--- config.mk ---
export PLATFORM = sky130hd
export DESIGN_NAME = mem_stream_sequencer_flat
export DESIGN_NICKNAME = d
export VERILOG_FILES = /design/src/rtl/mem_stream_sequencer_if.sv /design/src/rtl/mem_stream_sequencer.sv /design/src/flat_wrapper.sv
export SDC_FILE = /design/constraint.sdc
export NUM_CORES = 1
export LEC_CHECK = 0
export ABC_CLOCK_PERIOD_IN_PS = 5500
export CORE_AREA = 2 2 522 524
export CTS_BUF_LIST = sky130_fd_sc_hd__clkbuf_4
export DETAILED_ROUTE_END_ITERATION = 6
export DIE_AREA = 0 0 524 526
export SLEW_MARGIN = 25
export SYNTH_ARGS = -nofsm -noshare
export SYNTH_HDL_FRONTEND = slang
export SYNTH_SLANG_ARGS = --single-unit
--- constraint.sdc ---
create_clock -name clk -period 5.5 [get_ports clk]
set_input_delay 0.825 -clock clk [delete_from_list [all_inputs] [get_ports clk]]
set_output_delay 0.825 -clock clk [all_outputs]
set_load 0.03 [all_outputs]
--- src/rtl/mem_stream_sequencer_if.sv ---
// ============================================================================
// Module   : mem_stream_sequencer_if
// Brief    : Memory-unit bus between the stream sequencer (master) and memory (slave).
// Revision : 1.0
// ============================================================================
`default_nettype none

interface mem_stream_sequencer_if #(
  parameter int MEM_ADDR_WIDTH = 10,
  parameter int NUM_VECTORS    = 5,
  parameter int DATA_WIDTH     = 320
);
  logic                      mem_read_enable;
  logic                      mem_write_enable;
  logic [MEM_ADDR_WIDTH-1:0] mem_address;
  logic [NUM_VECTORS-1:0]    mem_vector_length;
  logic [DATA_WIDTH-1:0]     mem_write_data;
  logic [DATA_WIDTH-1:0]     mem_read_data;
  logic                      mem_ready;

  modport master (
    output mem_read_enable, mem_write_enable, mem_address, mem_vector_length, mem_write_data,
    input  mem_read_data, mem_ready
  );

  modport slave (
    input  mem_read_enable, mem_write_enable, mem_address, mem_vector_length, mem_write_data,
    output mem_read_data, mem_ready
  );
endinterface

`default_nettype wire

--- src/rtl/mem_stream_sequencer.sv ---
// ============================================================================
// Module   : mem_stream_sequencer
// Brief    : Vector load/store initiator, one outstanding memory access at a time.
//            Optional WAIT-state watchdog enabled by defining MEM_SEQ_TIMEOUT_EN.
// Revision : 1.0
// ============================================================================
`default_nettype none

module mem_stream_sequencer #(
  parameter int MEM_ADDR_WIDTH      = 10,
  parameter int NUM_VECTORS         = 5,
  parameter int MIN_VEC_LENGTH      = 16,
  parameter int NUM_TILES_PER_SLICE = 20,
  parameter int CNT_WIDTH           = 8,
  parameter int STREAM_ID_WIDTH     = 5,
  parameter int TIMEOUT_CYCLES      = 255
) (
  input  logic                                          clk,
  input  logic                                          rst_n,
  input  logic                                          cmd_valid,
  output logic                                          cmd_ready,
  input  logic                                          cmd_write,
  input  logic [MEM_ADDR_WIDTH-1:0]                     cmd_addr,
  input  logic [NUM_VECTORS-1:0]                        cmd_vec_len,
  input  logic [CNT_WIDTH-1:0]                          cmd_count,
  input  logic [STREAM_ID_WIDTH-1:0]                    cmd_stream_id,
  input  logic                                          wr_valid,
  output logic                                          wr_ready,
  input  logic [MIN_VEC_LENGTH*NUM_TILES_PER_SLICE-1:0] wr_data,
  output logic                                          rd_valid,
  input  logic                                          rd_ready,
  output logic [MIN_VEC_LENGTH*NUM_TILES_PER_SLICE-1:0] rd_data,
  output logic [STREAM_ID_WIDTH-1:0]                    rd_stream_id,
  output logic                                          busy,
  output logic                                          done,
  output logic                                          err_timeout,
  mem_stream_sequencer_if.master                        mem
);

  localparam int                     c_DATA_W  = MIN_VEC_LENGTH * NUM_TILES_PER_SLICE;
  localparam logic [NUM_VECTORS-1:0] c_MAX_LEN = NUM_VECTORS'(NUM_TILES_PER_SLICE);

  localparam logic [2:0] c_IDLE  = 3'd0;
  localparam logic [2:0] c_WDATA = 3'd1;
  localparam logic [2:0] c_ISSUE = 3'd2;
  localparam logic [2:0] c_WAIT  = 3'd3;
  localparam logic [2:0] c_OUT   = 3'd4;

  logic [2:0]                 r_state;
  logic [2:0]                 w_next_state;
  logic                       r_write;
  logic [MEM_ADDR_WIDTH-1:0]  r_addr;
  logic [NUM_VECTORS-1:0]     r_vec_len;
  logic [CNT_WIDTH-1:0]       r_remaining;
  logic [STREAM_ID_WIDTH-1:0] r_stream_id;
  logic [c_DATA_W-1:0]        r_wr_data;
  logic [c_DATA_W-1:0]        r_rd_data;
  logic                       r_done;
  logic [c_DATA_W-1:0]        w_mask;
  logic [NUM_VECTORS-1:0]     w_cmd_len;
  logic                       w_accept;
  logic                       w_empty;
  logic                       w_last;
  logic                       w_advance;
  logic                       w_timeout;

  assign w_accept  = cmd_valid && (r_state == c_IDLE);
  assign w_empty   = (cmd_count == '0) || (cmd_vec_len == '0);
  assign w_cmd_len = (cmd_vec_len > c_MAX_LEN) ? c_MAX_LEN : cmd_vec_len;
  assign w_last    = (r_remaining == CNT_WIDTH'(1));
  assign w_advance = ((r_state == c_WAIT) && mem.mem_ready && r_write) ||
                     ((r_state == c_OUT) && rd_ready);

  // Element lanes at or beyond the active vector length are forced to zero.
  for (genvar i = 0; i < NUM_TILES_PER_SLICE; i++) begin : g_mask
    assign w_mask[i*MIN_VEC_LENGTH +: MIN_VEC_LENGTH] =
      (NUM_VECTORS'(i) < r_vec_len) ? {MIN_VEC_LENGTH{1'b1}} : {MIN_VEC_LENGTH{1'b0}};
  end

  always_ff @(posedge clk or negedge rst_n) begin
    if (!rst_n) begin
      r_state <= c_IDLE;
    end else begin
      r_state <= w_next_state;
    end
  end

  always_comb begin
    w_next_state = r_state;
    case (r_state)
      c_IDLE: begin
        if (w_accept && !w_empty) begin
          w_next_state = cmd_write ? c_WDATA : c_ISSUE;
        end
      end
      c_WDATA: begin
        if (wr_valid) begin
          w_next_state = c_ISSUE;
        end
      end
      c_ISSUE: begin
        w_next_state = c_WAIT;
      end
      c_WAIT: begin
        if (mem.mem_ready) begin
          if (!r_write) begin
            w_next_state = c_OUT;
          end else begin
            w_next_state = w_last ? c_IDLE : c_WDATA;
          end
        end else if (w_timeout) begin
          w_next_state = c_IDLE;
        end
      end
      c_OUT: begin
        if (rd_ready) begin
          w_next_state = w_last ? c_IDLE : c_ISSUE;
        end
      end
      default: begin
        w_next_state = c_IDLE;
      end
    endcase
  end

  always_comb begin
    cmd_ready            = (r_state == c_IDLE);
    wr_ready             = (r_state == c_WDATA);
    rd_valid             = (r_state == c_OUT);
    busy                 = (r_state != c_IDLE);
    mem.mem_read_enable  = (r_state == c_ISSUE) && !r_write;
    mem.mem_write_enable = (r_state == c_ISSUE) && r_write;
  end

  always_ff @(posedge clk or negedge rst_n) begin
    if (!rst_n) begin
      r_write     <= 1'b0;
      r_addr      <= '0;
      r_vec_len   <= '0;
      r_remaining <= '0;
      r_stream_id <= '0;
      r_wr_data   <= '0;
      r_rd_data   <= '0;
      r_done      <= 1'b0;
    end else begin
      r_done <= (w_accept && w_empty) || (w_advance && w_last);
      if (w_accept) begin
        r_write     <= cmd_write;
        r_addr      <= cmd_addr;
        r_vec_len   <= w_cmd_len;
        r_remaining <= cmd_count;
        r_stream_id <= cmd_stream_id;
      end
      if ((r_state == c_WDATA) && wr_valid) begin
        r_wr_data <= wr_data & w_mask;
      end
      if ((r_state == c_WAIT) && mem.mem_ready && !r_write) begin
        r_rd_data <= mem.mem_read_data & w_mask;
      end
      // Elements sit at a stride of two words, so each vector spans 2*len addresses.
      if (w_advance) begin
        r_remaining <= r_remaining - CNT_WIDTH'(1);
        r_addr      <= r_addr + MEM_ADDR_WIDTH'({r_vec_len, 1'b0});
      end
    end
  end

`ifdef MEM_SEQ_TIMEOUT_EN
  localparam int c_TO_W = $clog2(TIMEOUT_CYCLES + 1);

  logic [c_TO_W-1:0] r_wait_cnt;
  logic              r_err_timeout;

  assign w_timeout = (r_state == c_WAIT) && !mem.mem_ready &&
                     (r_wait_cnt == c_TO_W'(TIMEOUT_CYCLES - 1));

  always_ff @(posedge clk or negedge rst_n) begin
    if (!rst_n) begin
      r_wait_cnt    <= '0;
      r_err_timeout <= 1'b0;
    end else begin
      r_err_timeout <= w_timeout;
      if (r_state == c_ISSUE) begin
        r_wait_cnt <= '0;
      end else if (r_state == c_WAIT) begin
        r_wait_cnt <= r_wait_cnt + c_TO_W'(1);
      end
    end
  end

  assign err_timeout = r_err_timeout;
`else
  assign w_timeout   = 1'b0;
  assign err_timeout = 1'b0;
`endif

  assign rd_data               = r_rd_data;
  assign rd_stream_id          = r_stream_id;
  assign done                  = r_done;
  assign mem.mem_address       = r_addr;
  assign mem.mem_vector_length = r_vec_len;
  assign mem.mem_write_data    = r_wr_data;

endmodule

`default_nettype wire

--- src/flat_wrapper.sv ---
// flat-port wrapper written by rule: the top's interface ports become plain ports
module mem_stream_sequencer_flat 
#(
  parameter int MEM_ADDR_WIDTH      = 10,
  parameter int NUM_VECTORS         = 5,
  parameter int MIN_VEC_LENGTH      = 16,
  parameter int NUM_TILES_PER_SLICE = 20,
  parameter int CNT_WIDTH           = 8,
  parameter int STREAM_ID_WIDTH     = 5,
  parameter int TIMEOUT_CYCLES      = 255
)
  (clk, rst_n, cmd_valid, cmd_ready, cmd_write, cmd_addr, cmd_vec_len, cmd_count, cmd_stream_id, wr_valid, wr_ready, wr_data, rd_valid, rd_ready, rd_data, rd_stream_id, busy, done, err_timeout, mem_mem_read_enable, mem_mem_write_enable, mem_mem_address, mem_mem_vector_length, mem_mem_write_data, mem_mem_read_data, mem_mem_ready);
  mem_stream_sequencer_if #(.MEM_ADDR_WIDTH(MEM_ADDR_WIDTH), .NUM_VECTORS(NUM_VECTORS), .DATA_WIDTH((320))) mem_i ();
  input  logic clk;
  input  logic rst_n;
  input  logic cmd_valid;
  output logic cmd_ready;
  input  logic cmd_write;
  input  logic [MEM_ADDR_WIDTH-1:0] cmd_addr;
  input  logic [NUM_VECTORS-1:0] cmd_vec_len;
  input  logic [CNT_WIDTH-1:0] cmd_count;
  input  logic [STREAM_ID_WIDTH-1:0] cmd_stream_id;
  input  logic wr_valid;
  output logic wr_ready;
  input  logic [MIN_VEC_LENGTH*NUM_TILES_PER_SLICE-1:0] wr_data;
  output logic rd_valid;
  input  logic rd_ready;
  output logic [MIN_VEC_LENGTH*NUM_TILES_PER_SLICE-1:0] rd_data;
  output logic [STREAM_ID_WIDTH-1:0] rd_stream_id;
  output logic busy;
  output logic done;
  output logic err_timeout;
  output wire logic [$bits(mem_i.mem_read_enable)-1:0] mem_mem_read_enable;
  output wire logic [$bits(mem_i.mem_write_enable)-1:0] mem_mem_write_enable;
  output wire logic [$bits(mem_i.mem_address)-1:0] mem_mem_address;
  output wire logic [$bits(mem_i.mem_vector_length)-1:0] mem_mem_vector_length;
  output wire logic [$bits(mem_i.mem_write_data)-1:0] mem_mem_write_data;
  input wire logic [$bits(mem_i.mem_read_data)-1:0] mem_mem_read_data;
  input wire logic [$bits(mem_i.mem_ready)-1:0] mem_mem_ready;
  assign mem_mem_read_enable = mem_i.mem_read_enable;
  assign mem_mem_write_enable = mem_i.mem_write_enable;
  assign mem_mem_address = mem_i.mem_address;
  assign mem_mem_vector_length = mem_i.mem_vector_length;
  assign mem_mem_write_data = mem_i.mem_write_data;
  assign mem_i.mem_read_data = mem_mem_read_data;
  assign mem_i.mem_ready = mem_mem_ready;
  mem_stream_sequencer #(.MEM_ADDR_WIDTH(MEM_ADDR_WIDTH), .NUM_VECTORS(NUM_VECTORS), .MIN_VEC_LENGTH(MIN_VEC_LENGTH), .NUM_TILES_PER_SLICE(NUM_TILES_PER_SLICE), .CNT_WIDTH(CNT_WIDTH), .STREAM_ID_WIDTH(STREAM_ID_WIDTH), .TIMEOUT_CYCLES(TIMEOUT_CYCLES)) u_core (.clk(clk), .rst_n(rst_n), .cmd_valid(cmd_valid), .cmd_ready(cmd_ready), .cmd_write(cmd_write), .cmd_addr(cmd_addr), .cmd_vec_len(cmd_vec_len), .cmd_count(cmd_count), .cmd_stream_id(cmd_stream_id), .wr_valid(wr_valid), .wr_ready(wr_ready), .wr_data(wr_data), .rd_valid(rd_valid), .rd_ready(rd_ready), .rd_data(rd_data), .rd_stream_id(rd_stream_id), .busy(busy), .done(done), .err_timeout(err_timeout), .mem(mem_i));
endmodule
==> metrics.md <==
| Metric | Value |
|---|---|
| Status | `finished, final reports clean` |
| Core Util, Final | `between 10% and 20%` |
| Number of synthesized register bits | `673` |
| EDFF count, synth | `0` |
| # Post-CTS Setup Buffers | `0` |
| Crit. End Element | `output port` |
| Pwr/cell area | `596 nW/um2` |
| Met2 usage in global routing | `24.1%` |
| Share of async-settable or async-resettable flops after synthesis | `100%` |
| Layer with the highest usage | `met2` |
| Final hold vios | `0` |
| WP data arrival | `3.31 ns` |
| Routed len/inst | `30.6 um` |
| Crit-path max cell delay | `1.00 ns` |
| Cts-stage hold buffer count | `approximately 300` |
| Startpoint types | `register` |
| Syn Nets | `2668` |
| Die ar. | `about 280000 um2` |
| Die Y-Extent | `526 um` |
| End of the worst register-to-register path | `u_core.mem.mem_write_data[114]$_DFFE_PN0P_` |
| Largest net degree at the start of global routing | `188` |
| Setup Skew | `0.116 ns` |
| Hold EP | `u_core.mem.mem_write_data[112]$_DFFE_PN0P_` |
| Clk buf depth | `4` |
| Crit-path slowest cell | `clkdlybuf4s50_1` |
| Initial core utilization | `a little under a tenth` |
| DRC errors left | `0` |
| GR Util met1 | `16.0%` |
| GP Congestion | `0.950` |
| Share of Yosys cell area claimed by the top area cell type | `between 60% and 70%` |
| Worst R2R Setup Slack | `2.39 ns` |
| Clock slew at reported path FFs | `0.07 ns` |
| # rows | `191` |
| H-tree Lvls | `4` |
| Buffers on Ports | `around 1300` |
| Inserted Clock Buffers | `~210` |
| GRT met3 Usage | `roughly 15%` |
| Synth cell count leaders | `673 x dfrtp_1, 499 x a22o_1, 331 x nand2_1` |
| Mapped Avg Cell Area | `12.8 um2` |
| Max-cap violation count | `0` |
| Setup TNS | `0 ns` |
| Final hold slack | `0.203 ns` |
| Synth area leaders | `dfrtp_1 66%, a22o_1 17%, nand2_1 4.9%, o21ai_0 3.2%, buf_6 1.3%` |
| Final #Nets | `4410` |
| DR vias | `between 20000 and 30000` |
| Latest clock arrival within the worst-skew pair | `1.24 ns` |
| Critical Path RT | `between 4 and 5 ns` |
| Final Max Slew Viols | `0` |
| CP bufs+invs | `1` |
| Minimum clock period | `4.13 ns` |
| CP cell instances | `nand2b_1, nor2_1, clkdlybuf4s50_1` |
| Vias in the first global route | `26800` |
| Post-Syn Area | `25400 um2` |
| Post-Synthesis Cells | `1985` |
| FF-to-FF Start | `u_core.r_state[1]$_DFFE_PN0P_` |
| Core Area | `270000 um2` |
| Achievable Freq | `242 MHz` |
| CTS tree | `yes` |
| GRT overflow | `0` |
| First-pass GRT wire length | `~290000 um` |
| CTS resizes | `0` |
| Relative slew slack | `32.9%` |
| Sequential area share after synthesis | `66.3%` |
| Delay-heaviest family, CP | `buffers and inverters` |
| Top cell type by total area after synthesis | `dfrtp_1` |
| Post-synthesis cell type count | `60` |
| # IOs | `1343` |
| Vias per cell | `3.45` |
| # setup viols final | `0` |
| Period utilization | `75.2%` |
| CTS Sinks | `673` |
| HP Start | `wr_data[112]` |
| Leakage | `approximately 20 nW` |
| Worst-Margin Slew | `~1.0 ns` |
| Post-route ant nets | `0` |
| Final wirelength | `230000 um` |
| Starting DRT DRC Count | `approximately 1400` |
| Critical path class | `register to output port` |
| Root Buffer | `clkbuf_4` |
| Synth warn | `0` |
| Die width | `between 500 and 600 um` |
| Dominant synthesized flop cell | `dfrtp_1` |
| Hpwl dp | `195000 um` |
| RSZ-0062 raised after global routing | `no` |
| Max FO, Critical Path | `11` |
| Share of cells above drive strength 1 | `10.8%` |
| WHS Path Cells | `3` |
| DRT Pass-1 Iters | `5` |
| Initial antenna violation count | `230` |
| Area growth syn-to-layout | `91.6%` |
| Count leader, synth | `dfrtp_1` |
| Worst min-delay path class | `input port to register` |
| Worst vdd ir | `330 uV` |
| Total GRT Usage | `16.0%` |
| R2R cell count | `5` |
[worst max-delay path by stage]
stage | startpoint | endpoint | slack, ns | cells past startpoint
5_1_grt | u_core.r_state[0]$_DFFE_PN0P_ | wr_ready | 1.01 | 3
4_1_cts | u_core.r_state[0]$_DFFE_PN0P_ | wr_ready | 1.07 | 3
2_1_floorplan | u_core.r_state[1]$_DFFE_PN0P_ | busy | 3.01 | 5
6_report | u_core.r_state[0]$_DFFE_PN0P_ | wr_ready | 1.37 | 3
3_5_place_dp | wr_valid | u_core.mem.mem_write_data[114]$_DFFE_PN0P_ | 1.85 | 5
3_3_place_gp | wr_valid | u_core.mem.mem_write_data[112]$_DFFE_PN0P_ | 1.91 | 5
[report_power, final]
group | switching [mW] | total (mW) | internal [mW]
clock | 2.58 | 5.16 | 2.58
sequential | 1.50 | 8.44 | 6.93
combinational | 9.85 | 15.4 | 5.58
[final cells by class]
class	count	area, um2
clock buffers	298	2240
diodes	81	203
inverters	10	37.5
fillers	29500	221000
multi-input cells	1147	7680
clock inverters	60	349
well taps	3570	4470
flip-flops and latches	673	16800
repair buffers	1690	16900
[cells in the final DEF (no fill, tap or decap), types with 13 or more instances in the layout]
cell type and instances:
a21oi_1 13, a22o_1 499, buf_4 40, clkbuf_4 298, clkdlybuf4s50_1 1340, clkinv_1 34
clkinv_2 15, dfrtp_1 672, diode_2 81, dlygate4sd3_1 303, nand2_1 331, nor2_1 22
o21ai_0 162
[flip-flops by register name, indices dropped and copies added (netlist names)]
name                          flops
u_core.rd_stream_id               5
u_core.done                       1
u_core.r_state                    3
u_core.mem.mem_address           10
u_core.r_remaining                8
u_core.mem.mem_write_data       320
u_core.mem.mem_vector_length      5
u_core.rd_data                  320
u_core.r_write                    1
[layer usage]
metal,wire (um),vias to the layer above
met5,984,-
met4,7000,152
met3,45600,526
met2,97100,1661
met1,79600,12700
li1,-,11000
[per-stage QoR]
step	setup slack [ns]	instances	area, um2	power, mW
after floorplan	3.01	1985	25400	15.3
after detailed placement	1.85	6787	42900	24.0
after CTS	1.07	7448	48500	29.7
after global routing	1.01	7478	48600	30.7
final	1.37	7529	48700	29.0
after global placement	1.91	6787	42900	23.9
[worst register-to-register path, cell delays in order, from the launching register on]
cell     delay (ns)
dfrtp_1        0.52
nor2_1         0.21
nand3_4        0.52
buf_4          0.63
buf_4          0.70
o21ai_0        0.32
[kinds of logic after synthesis]
group                      synth area share [%]
buffers and inverters                      3.78
adders and majority gates                 0.423
xor gates and xnor gates                 0.0689
and+or+nand+nor                            7.52
DFF                                        66.3
AOI/OAI and AO/OA                          21.9
other                                    0.0148
Note: power is estimated with default switching activity, not from simulation.
